==> config.mk <==
export PLATFORM = sky130hd
export DESIGN_NAME = ltsm_rx_sb_resp_sequencer
export DESIGN_NICKNAME = d
export VERILOG_FILES = /design/src/rtl/ltsm_sb_pkg.sv /design/src/rtl/sb_valid_arbiter.sv /design/src/rtl/ltsm_rx_sb_resp_sequencer.sv
export SDC_FILE = /design/constraint.sdc
export NUM_CORES = 1
export LEC_CHECK = 0
export BUFFER_PORTS_ARGS = -buffer_cell sky130_fd_sc_hd__buf_2
export CELL_PAD_IN_SITES_DETAIL_PLACEMENT = 0
export CELL_PAD_IN_SITES_GLOBAL_PLACEMENT = 1
export CORE_UTILIZATION = 35
export CTS_BUF_LIST = sky130_fd_sc_hd__clkbuf_16
export DETAILED_ROUTE_END_ITERATION = 8
export PLACE_DENSITY_LB_ADDON = 0.1
export REMOVE_ABC_BUFFERS = 1
export SLEW_MARGIN = 20
export SYNTH_ARGS = -nofsm -noshare
export SYNTH_HDL_FRONTEND = slang
export SYNTH_SLANG_ARGS = --single-unit
==> constraint.sdc <==
create_clock -name i_clk -period 3.6 [get_ports i_clk]
set_input_delay 0.36 -clock i_clk [delete_from_list [all_inputs] [get_ports i_clk]]
set_output_delay 0.36 -clock i_clk [all_outputs]
set_load 0.03 [all_outputs]
==> src/rtl/ltsm_sb_pkg.sv <==
`default_nettype none
// =============================================================================
// ltsm_sb_pkg : shared sideband message codes, timing constants and RX
//               sequencer state encoding for the LTSM substate responders.
// Revision    : 1.0
// =============================================================================
package ltsm_sb_pkg;

   // Sideband message codes as produced by the SB decoder / taken by the encoder
   localparam logic [3:0] SB_TRAINERROR_REQ  = 4'd15;
   localparam logic [3:0] SB_TRAINERROR_RESP = 4'd14;
   localparam logic [3:0] SB_LINKINIT_REQ    = 4'd11;
   localparam logic [3:0] SB_LINKINIT_RESP   = 4'd10;
   localparam logic [3:0] SB_PHYRETRAIN_REQ  = 4'd9;
   localparam logic [3:0] SB_PHYRETRAIN_RESP = 4'd8;

   // 8 ms handshake limit at 100 MHz
   localparam int SB_TIMEOUT_8MS_CYCLES = 800000;

   typedef enum logic [2:0] {
      ST_IDLE,
      ST_WAIT_REQ,
      ST_SEND_RESP,
      ST_DONE
`ifdef RX_SB_RESP_TIMEOUT_EN
      ,ST_TIMEOUT
`endif
   } rx_seq_state_e;

endpackage : ltsm_sb_pkg
`default_nettype wire

==> src/rtl/sb_valid_arbiter.sv <==
`default_nettype none
// =============================================================================
// sb_valid_arbiter : owns the SB valid strobe (set / defer / clear against the
//                    TX-side owner and encoder busy) and flags its falling edge.
// Revision         : 1.0
// =============================================================================
module sb_valid_arbiter (
   input  logic i_clk,
   input  logic i_rst_n,
   input  logic i_clr,
   input  logic i_set,
   input  logic i_busy,
   input  logic i_tx_valid,
   input  logic i_falling_edge_busy,
   output logic o_valid,
   output logic o_fall
);

   logic valid_q, valid_d;
   logic pend_q, pend_d;
   logic valid_prev_q, valid_prev_d;

   always_comb begin
      valid_d = valid_q;
      pend_d  = pend_q;
      if (i_clr) begin
         valid_d = 1'b0;
         pend_d  = 1'b0;
      end else if (i_falling_edge_busy) begin
         // Encoder consumed the message; a coincident new request is deferred
         valid_d = 1'b0;
         if (i_set) begin
            pend_d = 1'b1;
         end
      end else if (i_set) begin
         if (!i_busy && !i_tx_valid) begin
            valid_d = 1'b1;
         end else begin
            pend_d = 1'b1;
         end
      end else if (pend_q && !i_tx_valid) begin
         valid_d = 1'b1;
         pend_d  = 1'b0;
      end
   end

   assign valid_prev_d = i_clr ? 1'b0 : valid_q;

   always_ff @(posedge i_clk or negedge i_rst_n) begin
      if (!i_rst_n) begin
         valid_q      <= 1'b0;
         pend_q       <= 1'b0;
         valid_prev_q <= 1'b0;
      end else begin
         valid_q      <= valid_d;
         pend_q       <= pend_d;
         valid_prev_q <= valid_prev_d;
      end
   end

   assign o_valid = valid_q;
   assign o_fall  = valid_prev_q & ~valid_q;

endmodule : sb_valid_arbiter
`default_nettype wire

==> src/rtl/ltsm_rx_sb_resp_sequencer.sv <==
`default_nettype none
// =============================================================================
// ltsm_rx_sb_resp_sequencer : walks a table of {partner req, local resp} pairs,
//   answering each request on the shared SB bus; RX_SB_RESP_TIMEOUT_EN adds a
//   per-step timeout with a sticky o_timeout flag.
// Revision : 1.0
// =============================================================================
module ltsm_rx_sb_resp_sequencer
   import ltsm_sb_pkg::*;
#(
   parameter int SB_MSG_WIDTH   = 4,
   parameter int NUM_STEPS      = 2,
   parameter int TIMEOUT_CYCLES = SB_TIMEOUT_8MS_CYCLES
) (
   input  logic                              i_clk,
   input  logic                              i_rst_n,
   input  logic                              i_en,
   input  logic [NUM_STEPS*SB_MSG_WIDTH-1:0] i_req_tbl,
   input  logic [NUM_STEPS*SB_MSG_WIDTH-1:0] i_resp_tbl,
   input  logic                              i_rx_msg_valid,
   input  logic [SB_MSG_WIDTH-1:0]           i_decoded_SB_msg,
   input  logic                              i_partner_req,
   input  logic                              i_SB_Busy,
   input  logic                              i_falling_edge_busy,
   input  logic                              i_tx_valid,
   output logic [SB_MSG_WIDTH-1:0]           o_encoded_SB_msg,
   output logic                              o_valid,
   output logic [$clog2(NUM_STEPS):0]        o_step_idx,
   output logic                              o_end,
   output logic                              o_timeout
);

   localparam int STEP_W = $clog2(NUM_STEPS) + 1;

   rx_seq_state_e             state_q, state_d;
   logic [STEP_W-1:0]         step_q, step_d;
   logic [SB_MSG_WIDTH-1:0]   enc_q, enc_d;
   logic                      end_q, end_d;
   logic [SB_MSG_WIDTH-1:0]   req_cur, resp_cur;
   logic                      req_hit;
   logic                      last_step;
   logic                      resp_set;
   logic                      arb_clr;
   logic                      valid_fall;

   // Table lookup for the current step
   always_comb begin
      req_cur  = '0;
      resp_cur = '0;
      for (int k = 0; k < NUM_STEPS; k++) begin
         if (step_q == STEP_W'(k)) begin
            req_cur  = i_req_tbl[k*SB_MSG_WIDTH +: SB_MSG_WIDTH];
            resp_cur = i_resp_tbl[k*SB_MSG_WIDTH +: SB_MSG_WIDTH];
         end
      end
   end

   assign req_hit   = (i_rx_msg_valid && (i_decoded_SB_msg == req_cur)) || i_partner_req;
   assign last_step = (step_q == STEP_W'(NUM_STEPS - 1));

`ifdef RX_SB_RESP_TIMEOUT_EN
   localparam int TMR_W = $clog2(TIMEOUT_CYCLES + 1);

   logic [TMR_W-1:0] tmr_q, tmr_d;
   logic             timeout_q, timeout_d;
   logic             tmo_hit;
   logic             in_timed;

   assign in_timed = (state_q == ST_WAIT_REQ) || (state_q == ST_SEND_RESP);
   assign tmo_hit  = in_timed && (tmr_q == TMR_W'(TIMEOUT_CYCLES - 1));

   // Restart on every entry into a timed state, count while staying there
   always_comb begin
      tmr_d = '0;
      if (in_timed && (state_d == state_q)) begin
         tmr_d = tmr_q + 1'b1;
      end
   end
`endif

   always_comb begin
      state_d  = state_q;
      step_d   = step_q;
      enc_d    = enc_q;
      end_d    = end_q;
      resp_set = 1'b0;
      arb_clr  = 1'b0;
`ifdef RX_SB_RESP_TIMEOUT_EN
      timeout_d = timeout_q;
`endif
      if (!i_en) begin
         // Abort overrides everything, including a same-cycle request match
         state_d = ST_IDLE;
         step_d  = '0;
         end_d   = 1'b0;
         arb_clr = 1'b1;
`ifdef RX_SB_RESP_TIMEOUT_EN
         timeout_d = 1'b0;
`endif
      end else begin
         case (state_q)
            ST_IDLE: begin
               state_d = ST_WAIT_REQ;
               step_d  = '0;
               end_d   = 1'b0;
               enc_d   = '0;
`ifdef RX_SB_RESP_TIMEOUT_EN
               timeout_d = 1'b0;
`endif
            end
            ST_WAIT_REQ: begin
               if (req_hit) begin
                  state_d  = ST_SEND_RESP;
                  enc_d    = resp_cur;
                  resp_set = 1'b1;
               end
`ifdef RX_SB_RESP_TIMEOUT_EN
               else if (tmo_hit) begin
                  state_d   = ST_TIMEOUT;
                  timeout_d = 1'b1;
                  arb_clr   = 1'b1;
               end
`endif
            end
            ST_SEND_RESP: begin
               // Requests seen here are not latched; the partner retries
               if (valid_fall) begin
                  if (last_step) begin
                     state_d = ST_DONE;
                     end_d   = 1'b1;
                  end else begin
                     state_d = ST_WAIT_REQ;
                     step_d  = step_q + 1'b1;
                  end
               end
`ifdef RX_SB_RESP_TIMEOUT_EN
               else if (tmo_hit) begin
                  state_d   = ST_TIMEOUT;
                  timeout_d = 1'b1;
                  arb_clr   = 1'b1;
               end
`endif
            end
            ST_DONE: begin
               state_d = ST_DONE;
            end
`ifdef RX_SB_RESP_TIMEOUT_EN
            ST_TIMEOUT: begin
               state_d = ST_TIMEOUT;
            end
`endif
            default: begin
               state_d = ST_IDLE;
            end
         endcase
      end
   end

   always_ff @(posedge i_clk or negedge i_rst_n) begin
      if (!i_rst_n) begin
         state_q <= ST_IDLE;
         step_q  <= '0;
         enc_q   <= '0;
         end_q   <= 1'b0;
      end else begin
         state_q <= state_d;
         step_q  <= step_d;
         enc_q   <= enc_d;
         end_q   <= end_d;
      end
   end

`ifdef RX_SB_RESP_TIMEOUT_EN
   always_ff @(posedge i_clk or negedge i_rst_n) begin
      if (!i_rst_n) begin
         tmr_q     <= '0;
         timeout_q <= 1'b0;
      end else begin
         tmr_q     <= tmr_d;
         timeout_q <= timeout_d;
      end
   end

   assign o_timeout = timeout_q;
`else
   assign o_timeout = 1'b0;
`endif

   sb_valid_arbiter u_valid_arb (
      .i_clk               (i_clk),
      .i_rst_n             (i_rst_n),
      .i_clr               (arb_clr),
      .i_set               (resp_set),
      .i_busy              (i_SB_Busy),
      .i_tx_valid          (i_tx_valid),
      .i_falling_edge_busy (i_falling_edge_busy),
      .o_valid             (o_valid),
      .o_fall              (valid_fall)
   );

   assign o_encoded_SB_msg = enc_q;
   assign o_step_idx       = step_q;
   assign o_end            = end_q;

endmodule : ltsm_rx_sb_resp_sequencer
`default_nettype wire
Word level (Yosys, flattened, before mapping)
Index checks and enable logic that the tools add are counted.

operators by class
  add/subtract/negate cells = 1
  multiplexer cells = 34
  eq/ne operators = 16
  reduce and logical (&&, ||, !) cells = 15
  bitwise logic cells = 2

operator list
  cell                                                  count
  two-way mux 4 bit                                     5
  two-way mux 1 bit                                     18
  one-hot mux 3 bit (4 select lines)                    1
  AND reduction 3 bit                                   4
  two-way mux 3 bit                                     3
  != test 3 bit (second input constant)                 3
  two-way mux 2 bit                                     4
  one-hot mux 4 bit (2 select lines)                    1
  equality test 3 x 2 -> 1 bit (second input constant)  2
  != test 3 x 1 -> 1 bit (second input constant)        2
  != test 3 x 2 -> 1 bit (second input constant)        2
  equality test 4 bit                                   1
  != test 4 x 1 -> 1 bit (second input constant)        1
  != test 4 x 3 -> 1 bit (second input constant)        1
  != test 4 bit (second input constant)                 1
  one-hot mux 2 bit (2 select lines)                    1
  AND reduction 2 bit                                   2
  equality test 3 x 1 -> 1 bit (second input constant)  1
  logical AND 1 bit                                     3
  logical NOT 3 bit                                     1
  adder 2 x 1 -> 2 bit (second input constant)          1
  equality test 2 x 1 -> 1 bit (second input constant)  1
  logical NOT 1 bit                                     2
  logical NOT 2 bit                                     1
  6 further kinds                                       6

word-level totals
  flip-flop bits (word level) = 13
  logic and storage cells = 75
  output and inout port bits = 9
  input port bits = 28

Logic depth before layout (Yosys ltp)
  depth after elaboration = 12
  depth in mapped cells = 9
  depth with buffers taken out = 8

Modules after synthesis
A second synthesis with hierarchy kept.

unflattened totals
  cells, all modules = 107
  area, all modules = 992.2 um2

modules (own cells, without submodules)
  module                     cells an instance  seq. area each (um2)  area an instance (um2)  instances
  ltsm_rx_sb_resp_sequencer  93                 225.2                 854.6                   1
  sb_valid_arbiter           14                 75.1                  137.6                   1

Worst setup path after synthesis
No wires, ideal clock.

  path type = reg-to-reg
  start = register step_q[1], in the netlist o_step_idx[1]
  end = register enc_q[1], in the netlist o_encoded_SB_msg[1]
  arrival = 2.123 ns
  path slack = 1.354 ns
  data required time = 3.476 ns
  clock period less this slack = 2.246 ns
  buffers on the path = 0
  stages on the path, launching flop included = 9
  library setup time = 0.124 ns
  cells stage by stage = dfrtp_1 inv_1 ha_1 nand3b_1 mux2i_1 nor4_4 a31oi_1 a211o_1 o2bb2ai_1

on the way
  word-level cells in the longest chain between the ends = 8
  elaborated cells between the ends (all ways) = 13
  those cells by class = eq/ne: 3; mux: 6; reduce/logical: 4

RTL lines
  item                            RTL line                          text
  start: declaration              ltsm_rx_sb_resp_sequencer.sv:36   logic [STEP_W-1:0] step_q, step_d;
  start signal: assignment        ltsm_rx_sb_resp_sequencer.sv:167  step_q <= step_d;
  logical NOT 2 bit               ltsm_rx_sb_resp_sequencer.sv:51   if (step_q == STEP_W'(k)) begin
  two-way mux 4 bit (2 in a row)  ltsm_rx_sb_resp_sequencer.sv:51
  equality test 4 bit             ltsm_rx_sb_resp_sequencer.sv:58   assign req_hit = (i_rx_msg_valid && (i_decoded_SB_msg == req_cur)) || i_partner_req;
  logical AND 1 bit               ltsm_rx_sb_resp_sequencer.sv:58
  logical OR 1 bit                ltsm_rx_sb_resp_sequencer.sv:58
  != test 2 bit (no line)         -
  AND reduction 3 bit (no line)   -
  end signal: assignment          ltsm_rx_sb_resp_sequencer.sv:168  enc_q <= enc_d;
  end: declaration                ltsm_rx_sb_resp_sequencer.sv:37   logic [SB_MSG_WIDTH-1:0] enc_q, enc_d;

Several ways; a longest one is shown, not always the timed one. The select of a mux whose other input is x is not followed.
A chain may end at the register's enable or synchronous reset.

Worst setup path after layout
  start = register step_q[1], in the netlist o_step_idx[1]
  end = register enc_q[2], in the netlist o_encoded_SB_msg[2]

Same word-level chain as after synthesis.

==> out/results.tsv <==
stage	metric	value	unit
run_status	status	finished with violations	
run_status	failing checks	negative hold slack	
critical_path	r2r startpoint	o_step_idx[1]	
critical_path	WP data arrival	2.67	ns
synth	Post-synth EDFFs	0	
clocking	htree depth	1	
route	Detail Route Antenna Nets	0	
critical_path	worst path required time	3.75	ns
finish	layout cells sized above 1	0.3415	
clocking	setup bufs post-CTS	0	
critical_path	r2r endpoint	o_encoded_SB_msg[2]	
die	initial core utilization	0.3716	
clocking	# hold bufs at CTS	0	
route	DR pass1 iterations	4	
synth	synth warn	0	
synth	most common library cells after synthesis	12 x dfrtp_1, 7 x nor2_1, 6 x a21oi_1, 5 x nand2_1	
sta	final setup margin	1.078	ns
placed_design	Post-DP HPWL	1.551	mm
power	Comb pwr share	0.200	
placed_design	Place WS	1.092	ns
sta	Final Max Slew Viols	0	
finish	Layout area overhead	31.81	%
placed_design	gpl congestion	0.6811	
route	met1 WL	885	µm
flow_run	# Max-Cap Violations	0	
clocking	Max Buffers Root-to-Sink	2	
finish	Final nets	154	
clocking	CTS resizes	0	
sta	setup TNS	0	ns
synth	Mean Syn Cell Area	9.341	µm²
sta	max_slew headroom	0.6485	
route	number of DRC markers in iteration 0	12	
finish	antenna diode count	0	
critical_path	Worst R2R Setup Slack	1.08	ns
synth	count leader, synth	dfrtp_1	
clocking	CTS clk-pin slew, worst paths	0.04	ns
sta	Final Setup Violations	0	
power	Sw Pwr	111.2	µW
die	Die ar.	2547	µm²
sta	Fin. Hold Viols	6	
synth	Main synth FF type	dfrtp_1	
synth	Distinct cells, synth	40	
synth	Seq/Total Area, Yosys	0.3653	
sta	hold_ws	-0.002430	ns
route	wire length on met2	900	µm
power	Clock power frac	0.457	
worst_hold_path	Hold Path Class	input pin to asynchronous set/reset pin	
die	# IOs	37	
sta	clk_skew	0.0008171	ns
synth	Syn Inst Count	88	
die	Die Wd	50.47	µm
sta	worst-margin pin slew	0.5272	ns
synth	top-area cell type share of the netlist area	0.3653	
route	Post-Route WL	1.906	mm
critical_path	Worst Path Max Fanout	17	
placed_design	IO Port Bufs	35	
synth	ranking of synthesized cells by area	dfrtp_1 37%, o2bb2ai_1 4.3%, a21oi_1 3.7%	
route	via/cell ratio	5.331	
power	Flop pwr share	0.344	
sta	Period minus WS final	2.522	ns
die	core box area	2212	µm²
route	# DRC	0	
clocking	Clk Latency, worst-skew pair	0.23	ns
grt	Total GRT Usage	0.1710	
grt	GRT overflow	0	
power	P_int	325.6	µW
critical_path	CP endpoint kind	register	
synth	Async SR Flop Fraction	1.000	
synth	Synth area leader	dfrtp_1	
grt	pin count of the biggest net entering global routing	18	
synth	Mapped Area	822.0	µm²
grt	initial antenna violation count	0	
die	die height	50.47	µm
synth	Synth Register Bits	12	
die	num rows	17	
route	vias post-DR	805	
critical_path	Worst Setup Path Type	register to register	
critical_path	Register-to-Register Path Depth	8	
sta	period utilization	0.7004	
critical_path	critical path startpoint category	register	
power	Max VDD drop	0.0003736	V
power	Switching Share	0.2546	
finish	Filler Cell Count	225	
route	DR WL/cell	12.62	µm
power	power per cell area	403.1	nW/µm²
route	met3 wire length	111	µm
grt	vias in the first global route	769	
clocking	TritonCTS Buffers	3	
clocking	Clock Sink Count	12	
clocking	Root Buffer Master	clkbuf_16	
sta	Max Freq	0.3966	GHz
clocking	CTS tree	built	
power	Leak	0.0005208	µW
grt	first-pass GRT wire length	3.346	mm
sta	RSZ-0062 raised after global routing	false	
route	uppermost layer routed	met4	
[final cells by class]
class                           count  area [µm²]  area share
Clock buffer                        3       75.07     0.06928
Inverter                            3       11.26     0.01039
Tap cell                           28       35.03     0.03233
Multi-Input combinational cell     69       483.0      0.4457
Clock inverter                      1       3.754    0.003464
Timing Repair Buffer               35       175.2      0.1617
Sequential cell                    12       300.3      0.2771
[critical path: stages (launching register included)]
cell and delay [ns]:
dfrtp_1 0.39, inv_1 0.08, ha_1 0.49, nor2b_1 0.23
a31o_1 0.28, or2_1 0.24, a31oi_1 0.33, a211o_1 0.26
o2bb2ai_1 0.14
[layout by cell type, fill, tap and decap left out, types with 2 or more instances in the layout]
master,count
a21oi_1,6
a221oi_1,2
a22oi_1,4
a31o_1,3
and2_1,2
and3_1,3
buf_2,35
clkbuf_16,3
dfrtp_1,12
ha_1,2
inv_1,3
mux2i_1,2
nand2_1,5
nand3_1,2
nand3b_1,2
nor2_1,7
nor2b_1,2
nor3_1,2
o22ai_1,2
o2bb2ai_1,4
or2_1,2
[metrics by stage]
stage	utilization	instances	total power, µW	area (µm²)	hold WS [ns]
after floorplan	-	84	204.6	794.5	0.06441
after global placement	0.4542	147	239.8	1005	0.2569
after detailed placement	0.4542	147	239.8	1005	0.2552
after CTS	0.4898	151	441.9	1084	0.005220
after global routing	0.4898	151	461.3	1084	0.02004
final	0.4898	151	436.8	1084	-0.002430
[power by group through the flow]
stage	clock network, µW	logic (µW)	registers (µW)
floorplan	0	43.5	161
global placement	0	88.1	152
detailed placement	0	87.8	152
CTS	204	88.2	150
global route	212	97.1	152
finish	199	87.3	150
[worst max-delay path by stage]
stage,start,end,slack (ns),depth (start not counted)
2_1_floorplan,o_step_idx[1],o_encoded_SB_msg[1],1.23,8
3_3_place_gp,o_step_idx[1],o_encoded_SB_msg[2],1.11,8
3_5_place_dp,o_step_idx[1],o_encoded_SB_msg[2],1.09,8
4_1_cts,o_step_idx[1],o_encoded_SB_msg[2],1.08,8
5_1_grt,o_step_idx[1],u_valid_arb.o_valid,0.81,8
6_report,o_step_idx[1],o_encoded_SB_msg[2],1.08,8
[metal layers]
layer	vias to the layer above	global-route usage
li1	405	-
met4	0	0.05556
met3	2	0.03333
met2	19	0.2867
met1	379	0.2193
met5	-	0
[kinds of logic (layout without fill, tap and decap cells)]
kind of cell               Yosys count  count (layout)  share of synthesized area
AOI/OAI and AO/OA                   32              32                     0.3014
adders and majority gates            2               2                    0.03044
buffers and inverters                7              42                    0.04718
DFF                                 12              12                     0.3653
muxes                                2               2                    0.02435
other                                1               1                   0.004562
and+or+nand+nor                     32              32                     0.2268
[flip-flops by register name (all words and copies together), names as in the netlist]
signal,cells
o_encoded_SB_msg,4
o_end,1
o_step_idx,2
state_q,2
u_valid_arb.o_valid,1
u_valid_arb.pend_q,1
u_valid_arb.valid_prev_q,1
No activity file was read; power rests on OpenSTA's default activity.
